`src/rtl/id_ex_stage_reg.sv`:
```
// ID/EX pipeline register with operand forwarding muxes, flush/hold control and
// optional bubble/hold performance counters (enabled by defining ID_EX_PERF_CNT_EN).
module id_ex_stage_reg (
   input  logic        clk,
   input  logic        rst,
   input  logic        reg_DE_EN,
   input  logic        reg_DE_flush,
   input  logic        valid_ID,
   input  logic [31:0] PC_ID,
   input  logic [31:0] inst_ID,
   input  logic [31:0] imm_ID,
   input  logic [4:0]  rs1_ID,
   input  logic [4:0]  rs2_ID,
   input  logic [4:0]  rd_ID,
   input  logic [31:0] rs1_data_ID,
   input  logic [31:0] rs2_data_ID,
   input  logic        reg_write_ID,
   input  logic        DatatoReg_ID,
   input  logic        mem_w_ID,
   input  logic        ALUSrc_B_ID,
   input  logic [3:0]  ALU_ctrl_ID,
   input  logic [1:0]  forward_ctrl_A,
   input  logic [1:0]  forward_ctrl_B,
   input  logic [31:0] ALUout_EXE,
   input  logic [31:0] ALUout_MEM,
   input  logic [31:0] Datain_MEM,
   output logic [31:0] PC_EXE,
   output logic [31:0] inst_EXE,
   output logic [31:0] imm_EXE,
   output logic [31:0] rs1_data_EXE,
   output logic [31:0] rs2_data_EXE,
   output logic [4:0]  rs1_EXE,
   output logic [4:0]  rs2_EXE,
   output logic [4:0]  rd_EXE,
   output logic        reg_write_EXE,
   output logic        DatatoReg_EXE,
   output logic        mem_w_EXE,
   output logic        ALUSrc_B_EXE,
   output logic        valid_EXE,
   output logic [3:0]  ALU_ctrl_EXE,
   output logic [31:0] bubble_cnt,
   output logic [31:0] hold_cnt
);

   // addi x0, x0, 0 -- the canonical RISC-V NOP occupies a bubble slot
   localparam logic [31:0] NOP_INST = 32'h0000_0013;

   logic [31:0] op_a;
   logic [31:0] op_b;
   logic        bubble;
   logic        hold;

   always_comb begin
      // NOTE: assign defaults before the case so no path leaves op_a/op_b unassigned (no latch).
      op_a = rs1_data_ID;
      op_b = rs2_data_ID;
      case (forward_ctrl_A)
         2'b01:   op_a = ALUout_EXE;
         2'b10:   op_a = ALUout_MEM;
         2'b11:   op_a = Datain_MEM;
         default: op_a = rs1_data_ID;
      endcase
      case (forward_ctrl_B)
         2'b01:   op_b = ALUout_EXE;
         2'b10:   op_b = ALUout_MEM;
         2'b11:   op_b = Datain_MEM;
         default: op_b = rs2_data_ID;
      endcase
   end

   // Flush beats a stall; a load of an invalid ID slot degenerates into a bubble.
   assign bubble = reg_DE_flush | (reg_DE_EN & ~valid_ID);
   assign hold   = ~reg_DE_flush & ~reg_DE_EN;

   // NOTE: sequential state uses non-blocking assignments so all registers update together.
   always_ff @(posedge clk or posedge rst) begin
      if (rst) begin
         PC_EXE        <= '0;
         inst_EXE      <= NOP_INST;
         imm_EXE       <= '0;
         rs1_data_EXE  <= '0;
         rs2_data_EXE  <= '0;
         rs1_EXE       <= '0;
         rs2_EXE       <= '0;
         rd_EXE        <= '0;
         reg_write_EXE <= 1'b0;
         DatatoReg_EXE <= 1'b0;
         mem_w_EXE     <= 1'b0;
         ALUSrc_B_EXE  <= 1'b0;
         valid_EXE     <= 1'b0;
         ALU_ctrl_EXE  <= '0;
      end else if (bubble) begin
         // PC still tracks the ID slot so a squashed instruction keeps its address.
         PC_EXE        <= PC_ID;
         inst_EXE      <= NOP_INST;
         imm_EXE       <= '0;
         rs1_data_EXE  <= '0;
         rs2_data_EXE  <= '0;
         rs1_EXE       <= '0;
         rs2_EXE       <= '0;
         rd_EXE        <= '0;
         reg_write_EXE <= 1'b0;
         DatatoReg_EXE <= 1'b0;
         mem_w_EXE     <= 1'b0;
         ALUSrc_B_EXE  <= 1'b0;
         valid_EXE     <= 1'b0;
         ALU_ctrl_EXE  <= '0;
      end else if (reg_DE_EN) begin
         PC_EXE        <= PC_ID;
         inst_EXE      <= inst_ID;
         imm_EXE       <= imm_ID;
         rs1_data_EXE  <= op_a;
         rs2_data_EXE  <= op_b;
         rs1_EXE       <= rs1_ID;
         rs2_EXE       <= rs2_ID;
         rd_EXE        <= rd_ID;
         reg_write_EXE <= reg_write_ID;
         DatatoReg_EXE <= DatatoReg_ID;
         mem_w_EXE     <= mem_w_ID;
         ALUSrc_B_EXE  <= ALUSrc_B_ID;
         valid_EXE     <= valid_ID;
         ALU_ctrl_EXE  <= ALU_ctrl_ID;
      end
   end

`ifdef ID_EX_PERF_CNT_EN
   logic [31:0] bubble_cnt_q;
   logic [31:0] hold_cnt_q;

   // Saturating counters; written only when they advance.
   always_ff @(posedge clk or posedge rst) begin
      if (rst) begin
         bubble_cnt_q <= '0;
         hold_cnt_q   <= '0;
      end else begin
         if (bubble && (bubble_cnt_q != 32'hFFFF_FFFF))
            bubble_cnt_q <= bubble_cnt_q + 32'd1;
         if (hold && (hold_cnt_q != 32'hFFFF_FFFF))
            hold_cnt_q <= hold_cnt_q + 32'd1;
      end
   end

   assign bubble_cnt = bubble_cnt_q;
   assign hold_cnt   = hold_cnt_q;
`else
   assign bubble_cnt = '0;
   assign hold_cnt   = '0;
`endif

endmodule

```
`config.mk`:
```
export PLATFORM = sky130hd
export DESIGN_NAME = id_ex_stage_reg
export DESIGN_NICKNAME = d
export VERILOG_FILES = /design/src/rtl/id_ex_stage_reg.sv
export SDC_FILE = /design/constraint.sdc
export NUM_CORES = 1
export LEC_CHECK = 0
export BUFFER_PORTS_ARGS = -buffer_cell sky130_fd_sc_hd__buf_2
export CAP_MARGIN = 25
export CORE_AREA = 2 2 211 213
export DETAILED_ROUTE_END_ITERATION = 10
export DIE_AREA = 0 0 213 215
export PLACE_DENSITY = 0.55
export SETUP_SLACK_MARGIN = 0.02
export SLEW_MARGIN = 30
export SYNTH_ARGS = -nofsm -noshare
export SYNTH_HDL_FRONTEND = slang
export SYNTH_SLANG_ARGS = --single-unit
```
`constraint.sdc`:
```
create_clock -name clk -period 6.9 [get_ports clk]
set_input_delay 0.345 -clock clk [delete_from_list [all_inputs] [get_ports clk]]
set_output_delay 0.345 -clock clk [all_outputs]
set_load 0.02 [all_outputs]
```
==> reports/qor.csv <==
metric,value,unit
VDD IR max,0.000135,V
Slew @ Worst Pin,0.953,ns
chip width,213,microns
max-slew violation count,0,
first-pass GRT wire length,45400,microns
worst hold path type,input port to flip-flop,
Worst EP arrival,2.43,ns
Tcrit/Tclk final,29.9,%
synthesized instance count,624,
DRC,0,
setup TNS,0,ns
"commonest cells after routing, fill and taps aside","buf_2, dfrtp_1, a22o_1, conb_1, mux4_2",
starting density of the core,19.7,%
FILL cells,4599,
Cell Rows,77,
Die Y-Extent,215,microns
Die ar.,0.0458,sq mm
Fin. Hold Viols,0,
setup ws final,4.84,ns
Setup CP Type,input port to flip-flop,
fin nets,1354,
root buffer cell,clkbuf_16,
Core Region,0.0436,sq mm
routed len/inst,18.6,microns
multi-input combinational cell area,0.00347,sq mm
"Setup violations, final",0,
detailed placement HPWL,22400,microns
vias in the first global route,7353,
Comb pwr share,17.6,%
RSZ-0062 raised after global routing,no,
pre-CTS worst setup slack,4.33,ns
mean area per synthesized cell,13.8,sq um
Buffers on Ports,471,
Placer Congestion,0.813,
Worst-Skew Late Latency,0.47,ns
Synth Warn #,0,
hold path depth,2,
CTS tree,done,
register area share after synthesis,53.6,%
# clock sinks,184,
register area,0.00461,sq mm
Starting DRT DRC Count,375,
P_sw,0.000792,W
"most common cell after layout, fill and taps aside",buf_2,
initial antenna violation count,1,
Clock Tree Buf Depth,2,
worst-path maximum fanout,34,
n_diodes,0,
"Clk pin slew, worst setup/hold paths",0.08,ns
min cycle time layout,2.06,ns
pin count of the biggest net entering global routing,121,
run status,"finished, final reports clean",
Seq pwr share,43.3,%
ratio of cells with drive above 1 in the final layout,54.3,%
required time of the critical path,7.27,ns
Post-Route WL,31100,microns
I/O pin count,536,
via count,7174,
number of synthesized register bits,184,
gr usage total,13.4,%
htree depth,4,
clock power share,39.1,%
Int Pwr,0.00189,W
Routed Antenna Nets,0,
fmax,485,MHz
Num CTS Buffers,17,
CP Launch Type,input port,
Cell variety after synth,22,
Layout area overhead,38.1,%
relative slew slack,36.5,%
Switching Fraction,29.6,%
Leak Pwr,6.16,nW
MaxCap Viol Count,0,
PD cells,225,mW/mm^2
DRT Pass-1 Iters,4,
setup bufs post-CTS,0,
Overflow after GRT,0,
Crit. End Element,flip-flop,
post-synth design cell area,0.00860,sq mm
Setup Skew,0,ns
DR vias/cell,4.29,
reg2reg path depth,1,
## path summary, 6_finish.rpt
kind | from | slack [ns] | endpoint
worst max-delay path | forward_ctrl_B[1] | 4.84 | rs2_data_EXE[21]
worst min-delay path | imm_ID[22] | 0.08 | imm_EXE[22]
worst max register to register | PC_EXE[29] | 6.10 | PC_EXE[29]
worst min register to register | rs2_data_EXE[18] | 0.49 | rs2_data_EXE[18]
max in group asynchronous | rst | 5.07 | imm_EXE[14]
min in group asynchronous | rst | 0.52 | rs1_data_EXE[26]
## metal layers
metal / global-route usage, % / wire length (microns) / vias to the layer above
met4: 4.83 / 682 / 2
met1: 16.5 / 12800 / 3644
met5: 0 / 15 / -
li1: - / - / 3165
met3: 4.09 / 2300 / 37
met2: 22.0 / 15200 / 326
## kinds of logic after synthesis
group	share of synthesized area [%]
flops	53.6
compound gates	19.1
buf+inv	9.09
mux	16.4
simple gates	1.80
other cells	0.0436
## Yosys cell counts, drive strengths merged
| library cell | instances | area share (%) |
|---|---|---|
| a32o | 31 | 3.6 |
| nor2 | 2 | 0.12 |
| mux4 | 33 | 8.6 |
| mux2 | 32 | 4.2 |
| o22a | 31 | 3.2 |
| buf | 100 | 8.1 |
| o32a | 3 | 0.35 |
| dfrtp | 181 | 53 |
| or2 | 2 | 0.15 |
| clkbuf | 21 | 0.92 |
| a22o | 117 | 12 |
| a21oi | 1 | 0.058 |
| inv | 1 | 0.044 |
| dfstp | 3 | 0.92 |
| conb | 1 | 0.044 |
| mux2i | 31 | 3.6 |
| nand2b | 2 | 0.15 |
| nand2 | 32 | 1.4 |
## final cells by class
cell class                      count  area share (%)
Sequential cell                   184            38.8
Timing Repair Buffer              481            20.5
Multi-Input combinational cell    381            29.2
Inverter                            1           0.137
Clock buffer                       19            3.81
Tap cell                          592            6.24
Clock inverter                     13            1.33
## flip-flops by register name, indices dropped and copies added (netlist names)
register / flops
ALU_ctrl_EXE: 4
mem_w_EXE: 1
reg_write_EXE: 1
imm_EXE: 32
rs2_data_EXE: 32
DatatoReg_EXE: 1
ALUSrc_B_EXE: 1
PC_EXE: 32
rs1_data_EXE: 32
rs1_EXE: 5
rd_EXE: 5
rs2_EXE: 5
valid_EXE: 1
inst_EXE: 32
## power by group through the flow
stage | Combinational, W | Sequential, W | Clock [W]
after global routing | 0.000509 | 0.00117 | 0.00112
after global placement | 0.000471 | 0.00118 | 0
after CTS | 0.000477 | 0.00116 | 0.00109
after floorplan | 0.000235 | 0.00125 | 0
after detailed placement | 0.000476 | 0.00118 | 0
final | 0.000471 | 0.00116 | 0.00105
## repair_timing
action                                  CTS  global route
hold buffers                              0             1
endpoints found under the setup margin    0             0
endpoints found under the hold margin     0             6
gates resized for setup                   0             0
## worst max-delay path, cell delays in order
cell and delay, ns:
buf_2 0.07, buf_4 0.59, nand2b_2 0.72, o22a_1 0.40
a32o_1 0.25
## stage by stage
| stage | hold WS (ns) | power (W) | util [%] | instances | area (sq um) |
|---|---|---|---|---|---|
| floorplan | 0.408 | 0.00148 | - | 687 | 8840 |
| global placement | 0.471 | 0.00165 | 25.8 | 1638 | 11300 |
| detailed placement | 0.476 | 0.00166 | 25.8 | 1638 | 11300 |
| CTS | 0.0281 | 0.00273 | 27.2 | 1670 | 11900 |
| global route | 0.0539 | 0.00280 | 27.2 | 1671 | 11900 |
| finish | 0.0833 | 0.00268 | 27.2 | 1671 | 11900 |
(Power assumes the default switching activity.)
